File: src/rtl/fb_pkg.sv
// rtl/fb_pkg.sv - shared types and default widths for the framebuffer write path
package fb_pkg;

  localparam int FB_ADDR_W = 10;
  localparam int FB_DATA_W = 8;

  typedef enum logic [1:0] {IDLE, DRAIN, CLR_WAIT, CLEAR} fb_state_t;

  typedef struct packed {
    logic [FB_ADDR_W-1:0] addr;
    logic [FB_DATA_W-1:0] data;
  } fb_entry_t;

endpackage

File: src/rtl/sync_fifo.sv
// rtl/sync_fifo.sv - single-clock FIFO, first-word-fall-through, push and pop may coincide at any fill
module sync_fifo #(
  parameter int WIDTH = 8,
  parameter int DEPTH = 8
) (
  input  logic             clk,
  input  logic             rst_n,
  input  logic             push,
  input  logic [WIDTH-1:0] push_data,
  input  logic             pop,
  output logic [WIDTH-1:0] pop_data,
  output logic             full,
  output logic             empty
);

  localparam int AW = $clog2(DEPTH);

  logic [WIDTH-1:0] mem [DEPTH];
  logic [AW-1:0]    wp;
  logic [AW-1:0]    rp;
  logic [AW:0]      cnt;
  logic             do_push;
  logic             do_pop;

  assign full     = (cnt == (AW+1)'(DEPTH));
  assign empty    = (cnt == '0);
  assign do_pop   = pop && !empty;
  // a pop frees the head slot in the same edge, so a full FIFO can still take a push
  assign do_push  = push && (!full || do_pop);
  assign pop_data = mem[rp];

  always_ff @(posedge clk) begin
    if (do_push) mem[wp] <= push_data;
  end

  always_ff @(posedge clk or negedge rst_n) begin
    if (!rst_n) begin
      wp  <= '0;
      rp  <= '0;
      cnt <= '0;
    end else begin
      if (do_push) wp <= wp + 1'b1;
      if (do_pop)  rp <= rp + 1'b1;
      case ({do_push, do_pop})
        2'b10:   cnt <= cnt + 1'b1;
        2'b01:   cnt <= cnt - 1'b1;
        default: cnt <= cnt;
      endcase
    end
  end

endmodule

File: src/rtl/fb_write_sched.sv
// rtl/fb_write_sched.sv - queues tile writes and issues them, or a full-screen clear, only during vblank
module fb_write_sched
  import fb_pkg::*;
#(
  parameter int ADDR_W     = FB_ADDR_W,
  parameter int DATA_W     = FB_DATA_W,
  parameter int NWORDS     = 1024,
  parameter int FIFO_DEPTH = 8
) (
  input  logic              clk,
  input  logic              resetB,
  input  logic              vblank,
  input  logic              wr_valid,
  input  logic [ADDR_W-1:0] wr_addr,
  input  logic [DATA_W-1:0] wr_data,
  output logic              wr_ready,
  input  logic              clr_req,
  input  logic [DATA_W-1:0] clr_val,
  output logic              we,
  output logic [ADDR_W-1:0] waddr,
  output logic [DATA_W-1:0] wdata,
  output logic              busy,
  output logic              ovf
);

  localparam logic [ADDR_W:0] LAST = (ADDR_W+1)'(NWORDS - 1);

  fb_state_t                  state;
  logic                       ready_en;
  logic                       clr_busy;
  logic                       push;
  logic                       pop;
  logic                       full;
  logic                       empty;
  logic [ADDR_W+DATA_W-1:0]   pop_data;
  logic [ADDR_W:0]            cnt;
  logic [DATA_W-1:0]          clr_val_q;

  // blocking new writes while a clear is owed keeps queued writes ahead of the sweep
  assign clr_busy = (state == CLR_WAIT) || (state == CLEAR);
  assign wr_ready = ready_en && !full && !clr_busy;
  assign push     = wr_valid && wr_ready;
  assign pop      = vblank && !empty;
  assign busy     = !empty || clr_busy;

  sync_fifo #(
    .WIDTH (ADDR_W + DATA_W),
    .DEPTH (FIFO_DEPTH)
  ) u_fifo (
    .clk       (clk),
    .rst_n     (resetB),
    .push      (push),
    .push_data ({wr_addr, wr_data}),
    .pop       (pop),
    .pop_data  (pop_data),
    .full      (full),
    .empty     (empty)
  );

  always_ff @(posedge clk or negedge resetB) begin
    if (!resetB) begin
      state     <= IDLE;
      ready_en  <= 1'b0;
      cnt       <= '0;
      clr_val_q <= '0;
      we        <= 1'b0;
      waddr     <= '0;
      wdata     <= '0;
      ovf       <= 1'b0;
    end else begin
      ready_en <= 1'b1;
      we       <= 1'b0;
      if (pop) begin
        we             <= 1'b1;
        {waddr, wdata} <= pop_data;
      end else if (state == CLEAR && vblank) begin
        we    <= 1'b1;
        waddr <= cnt[ADDR_W-1:0];
        wdata <= clr_val_q;
        cnt   <= cnt + 1'b1;
      end
      if (clr_req && clr_busy) ovf <= 1'b1;

      case (state)
        IDLE: begin
          if (clr_req) begin
            clr_val_q <= clr_val;
            state     <= CLR_WAIT;
          end else if (!empty) begin
            state <= DRAIN;
          end
        end
        DRAIN: begin
          if (clr_req) begin
            clr_val_q <= clr_val;
            state     <= CLR_WAIT;
          end else if (empty) begin
            state <= IDLE;
          end
        end
        CLR_WAIT: begin
          if (empty) begin
            cnt   <= '0;
            state <= CLEAR;
          end
        end
        CLEAR: begin
          if (vblank && cnt == LAST) state <= IDLE;
        end
        default: state <= IDLE;
      endcase
    end
  end

endmodule

File: config.mk
export PLATFORM = sky130hd
export DESIGN_NAME = fb_write_sched
export DESIGN_NICKNAME = d
export VERILOG_FILES = /design/src/rtl/fb_pkg.sv /design/src/rtl/sync_fifo.sv /design/src/rtl/fb_write_sched.sv
export SDC_FILE = /design/constraint.sdc
export NUM_CORES = 1
export LEC_CHECK = 0
export ABC_AREA = 1
export BUFFER_PORTS_ARGS = -buffer_cell sky130_fd_sc_hd__buf_4
export CAP_MARGIN = 40
export CORE_MARGIN = 5
export CORE_UTILIZATION = 45
export DETAILED_ROUTE_END_ITERATION = 10
export GPL_TIMING_DRIVEN = 0
export PLACE_DENSITY_LB_ADDON = 0.15
export SYNTH_ARGS = -nofsm -noshare
export SYNTH_HDL_FRONTEND = slang
export SYNTH_SLANG_ARGS = --single-unit
File: constraint.sdc
create_clock -name clk -period 5.5 [get_ports clk]
set_input_delay 0.275 -clock clk [delete_from_list [all_inputs] [get_ports clk]]
set_output_delay 0.275 -clock clk [all_outputs]
set_load 0.05 [all_outputs]
After elaboration in Yosys (flattened, before gate mapping)
Memories as Yosys holds them, arrays and structs flattened.
Index checks and enable logic that the tools add are counted.
{"block": "classes", "eq_ne": 11, "n_mux": 20, "addsub": 5, "n_reduce_logical": 22}
{"cell": "$mux W11", "n": 4}
{"cell": "$mux W10", "n": 2}
{"cell": "$mux W8", "n": 2}
{"cell": "$mux W2", "n": 6}
{"cell": "$add A11 B1 Y11 const B", "n": 1}
{"cell": "$eq A11 B10 Y1 const B", "n": 1}
{"cell": "$logic_and A1 B1 Y1", "n": 9}
{"cell": "$pmux W2 S4", "n": 1}
{"cell": "$pmux W4 S2", "n": 1}
{"cell": "$add A3 B1 Y3 const B", "n": 2}
{"cell": "$eq A2 B2 Y1 const B", "n": 3}
{"cell": "$ne A3 B3 Y1 const B", "n": 2}
{"cell": "$add A4 B1 Y4 const B", "n": 1}
{"cell": "$eq A2 B1 Y1 const B", "n": 2}
{"cell": "$eq A4 B4 Y1 const B", "n": 1}
{"cell": "$logic_not A4 Y1", "n": 1}
{"cell": "$mux W1", "n": 4}
{"cell": "$reduce_and A4 Y1", "n": 1}
{"cell": "$reduce_bool A2 Y1", "n": 2}
{"cell": "$sub A4 B1 Y4 const B", "n": 1}
{"cell": "$logic_not A1 Y1", "n": 3}
{"cell": "$logic_or A1 B1 Y1", "n": 3}
{"cell": "$logic_not A2 Y1", "n": 1}
{"cell": "$ne A2 B1 Y1 const B", "n": 1}
{"cell": "3 further kinds", "n": 3}
{"block": "totals", "memories": 1, "register_bits": 52, "input_bits": 31, "output_inout_bits": 22, "mem_bits_rw": 144, "word_cells": 70}
{"memory": "u_fifo.mem", "depth": 8, "word_bits": 18, "read_ports": 1, "rd_ports_with_merged_regs": 0, "wr": 1, "line_no": "sync_fifo.sv:18", "rtl": "logic [WIDTH-1:0] mem [DEPTH];"}

Depth between registers and ports, before layout
{"block": "logic_depth", "ltp_word": 8, "ltp_mapped": 14}

Hierarchy
From an unflattened synthesis, not the netlist that was laid out.
{"block": "hier_totals", "cells_unflattened": 734, "hier_area_um2": 8274.2}
{"module": "sync_fifo", "cells_each": 480, "seq_area_each_um2": 4574.4, "area_per_inst_um2": 6243.5, "instances": 1}
{"module": "fb_write_sched", "cells_each": 254, "seq_area_each_um2": 1051.0, "area_per_inst_um2": 2030.7, "instances": 1}

Worst setup path after synthesis
OpenSTA, ideal clock, no wires.
{"block": "synth_timing", "path_type": "reg-to-reg", "from": "register state[1]", "to": "memory u_fifo.mem[0][0] in the netlist's numbering (enable)", "setup_time_ns": 0.392, "slack_ns": 3.239, "path_stages_with_launch": 5, "synth_period_minus_slack_ns": 2.261, "t_arrival_ns": 1.869, "n_path_buf": 0, "cell_sequence": "dfrtp_1 > inv_1 > nand4_1 > or2_2 > nor2_1"}
{"block": "synth_between", "elab_chain_len": 8}
{"element": "start: declaration", "line_no": "fb_write_sched.sv:28", "rtl": "fb_state_t state;"}
{"element": "start signal: assignment", "line_no": "fb_write_sched.sv:62", "rtl": "state <= IDLE;"}
{"element": "start signal: assignment", "line_no": "fb_write_sched.sv:88", "rtl": "state <= CLR_WAIT;"}
{"element": "start signal: assignment", "line_no": "fb_write_sched.sv:90", "rtl": "state <= DRAIN;"}
{"element": "$eq A2 B2 Y1", "line_no": "fb_write_sched.sv:40", "rtl": "assign clr_busy = (state == CLR_WAIT) || (state == CLEAR);"}
{"element": "$logic_or A1 B1 Y1 *", "line_no": "fb_write_sched.sv:40"}
{"element": "$logic_not A1 Y1 *", "line_no": "fb_write_sched.sv:41", "rtl": "assign wr_ready = ready_en && !full && !clr_busy;"}
{"element": "$logic_and A1 B1 Y1 *", "line_no": "fb_write_sched.sv:41"}
{"element": "$logic_and A1 B1 Y1 *", "line_no": "fb_write_sched.sv:42", "rtl": "assign push = wr_valid && wr_ready;"}
{"element": "$logic_and A1 B1 Y1 *", "line_no": "sync_fifo.sv:29", "rtl": "assign do_push = push && (!full || do_pop);"}
{"element": "$mux W1 *", "line_no": "sync_fifo.sv:33", "rtl": "if (do_push) mem[wp] <= push_data;"}
{"element": "$mux W1 (not written as such) *", "line_no": "sync_fifo.sv:33"}
{"element": "end: declaration", "line_no": "sync_fifo.sv:18"}
Every way passes the cells marked *; elsewhere a longest branch is shown, timed or not.

Final worst setup path
{"block": "layout_timing", "from": "register u_fifo.cnt[1]", "to": "register u_fifo.cnt[2]"}
{"block": "layout_between", "elab_chain_len": 8}
{"element": "start: declaration", "line_no": "sync_fifo.sv:21", "rtl": "logic [AW:0] cnt;"}
{"element": "start signal: assignment", "line_no": "sync_fifo.sv:45", "rtl": "2'b10: cnt <= cnt + 1'b1;"}
{"element": "start signal: assignment", "line_no": "sync_fifo.sv:46", "rtl": "2'b01: cnt <= cnt - 1'b1;"}
{"element": "start signal: assignment", "line_no": "sync_fifo.sv:47", "rtl": "default: cnt <= cnt;"}
{"element": "$logic_not A4 Y1 *", "line_no": "sync_fifo.sv:26", "rtl": "assign empty = (cnt == '0);"}
{"element": "$logic_not A1 Y1 *", "line_no": "sync_fifo.sv:27, fb_write_sched.sv:43"}
{"element": "$logic_and A1 B1 Y1", "line_no": "fb_write_sched.sv:43", "rtl": "assign pop = vblank && !empty;"}
{"element": "$logic_and A1 B1 Y1 *", "line_no": "sync_fifo.sv:27", "rtl": "assign do_pop = pop && !empty;"}
{"element": "named net u_fifo.do_pop", "line_no": "sync_fifo.sv:23", "rtl": "logic do_pop;"}
{"element": "$logic_or A1 B1 Y1", "line_no": "sync_fifo.sv:29"}
{"element": "$logic_and A1 B1 Y1", "line_no": "sync_fifo.sv:29"}
{"element": "$eq A2 B1 Y1 or $eq A2 B2 Y1 (tied branches)", "line_no": "sync_fifo.sv:44", "rtl": "case ({do_push, do_pop})"}
{"element": "$pmux W4 S2 or $reduce_bool A2 Y1 (tied branches)"}
The timed path passes the listed nets; every way through them passes the cells marked *.
A chain may end at the register's enable or synchronous reset.

==> impl_metrics.json <==
{
  "p_leak_nw": 3.83,
  "synth_area_leaders": "edfxtp_1 52%, dfrtp_1 16%, nor2_1 7.1%",
  "power_frac_seq_pct": 37.4,
  "routed_via_density": 5.35,
  "dp.final_hpwl_um": 13900,
  "rsz0062_at_grt": "no",
  "hold_class": "primary input to flip-flop",
  "coreArea_um2": 18000,
  "r2r-start": "u_fifo.cnt[1]",
  "finalClockSkew_ns": 0.0109,
  "drv_cap": 0,
  "grt_max_degree": 53,
  "cp.required_ns": 5.83,
  "synth_nets": 792,
  "drc": 0,
  "layout-drive-gt1-share_pct": 16.4,
  "mostFrequentLayoutCells": "147 x nor2_1, 144 x edfxtp_1, 89 x nand2_1, 88 x o21ai_0, 68 x nand3_1",
  "crit_buf_inv": 2,
  "fmax_mhz": 381,
  "grt_remaining_overflow": 0,
  "final_cells": 1077,
  "track_usage_pct": 19.7,
  "gp_congestion": 0.870,
  "max-vdd-ir-drop_v": 0.000377,
  "synthToLayoutAreaGrowth_pct": 17.7,
  "nets": 872,
  "grt_pass1_vias": 5515,
  "max_stage_delay_ns": 0.43,
  "final_antenna_net_count": 0,
  "worstPathMaxFanout": 11,
  "htreeDepth": 4,
  "via_count": 5761,
  "worstPathCellList": "nor2_2 -> nand2_2 -> nand2_2 -> inv_2 -> buf_2 -> ha_1 -> nor2_1 -> nor2_1 -> ha_1 -> a21o_1 -> or2_2 -> nand3_1 -> o21ai_0",
  "hold_path_depth": 3,
  "fp.dieW_um": 145,
  "clk_latency_ns": 0.44,
  "p_clk_share_pct": 25.6,
  "timing.final.crit_share_pct": 47.8,
  "tightest_slew_ns": 0.921,
  "swShare_pct": 40.0,
  "grt_pass1_wl_um": 31800,
  "min_period_ns": 2.63,
  "p_per_area_nw_per_um2": 530,
  "syn_inst": 755,
  "r2r_end": "u_fifo.cnt[2]",
  "holdCritStartpoint": "clr_val[7]",
  "yosys_warnings": 0,
  "crit_type": "flip-flop to flip-flop",
  "reg2reg_depth": 13,
  "wl_per_cell_um": 19.1,
  "min_to": "clr_val_q[7]",
  "intPower_mw": 3.09,
  "crit_path_start_kind": "flip-flop",
  "fin_ws_ns": 2.87,
  "hold_viol": 0,
  "fillers": 1528,
  "crit_path_end_kind": "flip-flop",
  "portBuffers": 52,
  "cts_setup_buffers": 0,
  "die_area_um2": 21100,
  "cts.clk_slew.worst_paths_ns": 0.08,
  "status": "complete, no violations",
  "die_y_um": 145,
  "timing.setup.tns_ns": 0,
  "drt_iter0_drc": 395,
  "arrival_ns": 2.95,
  "dr.pass1.iters": 5,
  "dpl.cell_count": 1044,
  "yosysTopAreaCellShare_pct": 52.5,
  "yosysUniqueCellTypes": 31,
  "synth_seq_cells": 196,
  "cts_buffers": 17,
  "ys_seq_area_share_pct": 68.3,
  "diodes": 0,
  "dp_slack_ns": 2.90,
  "setup_viol": 0,
  "rrSetupSlack_ns": 2.87,
  "critPathTopFamily": "simple AND/OR/NAND/NOR gates",
  "antenna_found_initial": 0,
  "cts.sinks": 196,
  "relSlewSlack_pct": 38.6,
  "combPwrFrac_pct": 37.0,
  "power.switching_mw": 2.06,
  "routed_wl_um": 20500,
  "root_buffer": "clkbuf_16",
  "rows": 49,
  "slowest_stage": "dfrtp_1",
  "seqCellArea_um2": 5630,
  "multiInputGateArea_um2": 2240,
  "maxSlewViolCount": 0,
  "clockBufferDepth": 2,
  "yosysTopAreaCell": "edfxtp_1",
  "cts_tree": "done",
  "layout_commonest_cell": "nor2_1",
  "synthesis.area_um2": 8240,
  "initial_utilization_pct": 45.7,
  "ios": 53,
  "synth_area_per_cell_um2": 10.9
}
==> stage by stage <==
stage / power [mW] / utilization (%) / hold WS [ns] / instance area, um2
2_1_floorplan: 3.16 / - / -0.0206 / 8240
3_3_place_gp: 3.76 / 49.5 / 0.344 / 8920
3_5_place_dp: 3.83 / 50.2 / 0.352 / 9060
4_1_cts: 5.16 / 53.8 / 0.00971 / 9700
5_1_grt: 5.43 / 53.8 / 0.0463 / 9700
6_report: 5.14 / 53.8 / 0.0322 / 9700
==> routing by layer <==
layer,wire (um),GRT usage [%]
met1,9270,27.7
met2,9200,29.7
met3,1530,5.36
met4,521,7.00
met5,0,0
==> synth_stat cells, drive strengths merged <==
cell type  count
buf           25
a21oi          4
clkinv         1
conb           1
or2            2
xor2           2
o21ai         99
edfxtp       144
xnor2          1
nand4         10
clkbuf        10
nor3           1
inv           55
ha             6
nand3         69
nor2         157
o211ai        22
nand2         91
a31oi          1
dfrtp         52
a21o           2
==> state kept, by name, indices dropped and copies added, names as in the netlist, 2 cells and up <==
name        flops
u_fifo.mem    144
u_fifo.cnt      4
clr_val_q       8
u_fifo.wp       3
u_fifo.rp       3
state           2
waddr          10
cnt            11
wdata           8
==> cells by family after synthesis <==
| logic type | synth area share (%) |
|---|---|
| DFF | 68.3 |
| adders and majority gates | 0.911 |
| AOI/OAI and AO/OA | 8.79 |
| and+or+nand+nor | 16.9 |
| xor gates and xnor gates | 0.319 |
| buffers and inverters | 4.77 |
| other | 0.0455 |
==> worst max-delay path by stage <==
stage	to	slack, ns	start	depth (start not counted)
after global routing	u_fifo.cnt[2]	2.70	u_fifo.cnt[0]	14
after CTS	u_fifo.cnt[2]	2.88	u_fifo.cnt[1]	13
after detailed placement	u_fifo.cnt[2]	2.90	u_fifo.cnt[1]	13
after global placement	u_fifo.mem[2][17]	2.21	state[1]	4
after floorplan	u_fifo.mem[0][0]	3.24	state[1]	4
final	u_fifo.cnt[2]	2.87	u_fifo.cnt[1]	13
==> worst min-delay path, stage by stage <==
cell and delay, ns:
buf_4 0.08, nand2_1 0.04, nand2_1 0.04
==> final cells by class <==
type	instances	area share, %
clock buffers	17	4.39
clock inverters	15	2.12
repair buffers	61	5.37
inverters	56	2.17
flip-flops and latches	196	58.0
multi-input cells	468	23.1
well taps	229	2.95
plain buffers	35	1.88
==> power by group through the flow <==
stage,sequential [mW],clock (mW),combinational [mW]
CTS,1.92,1.34,1.89
finish,1.92,1.32,1.90
floorplan,2.15,0,1.01
detailed placement,1.95,0,1.89
global route,1.94,1.40,2.08
global placement,1.94,0,1.82
==> repair_timing <==
action	CTS	global route
setup endpoints to repair	0	0
hold endpoints to repair	52	0
gates resized for setup	0	0
hold buffers	1	0
(Power assumes the default switching activity.)
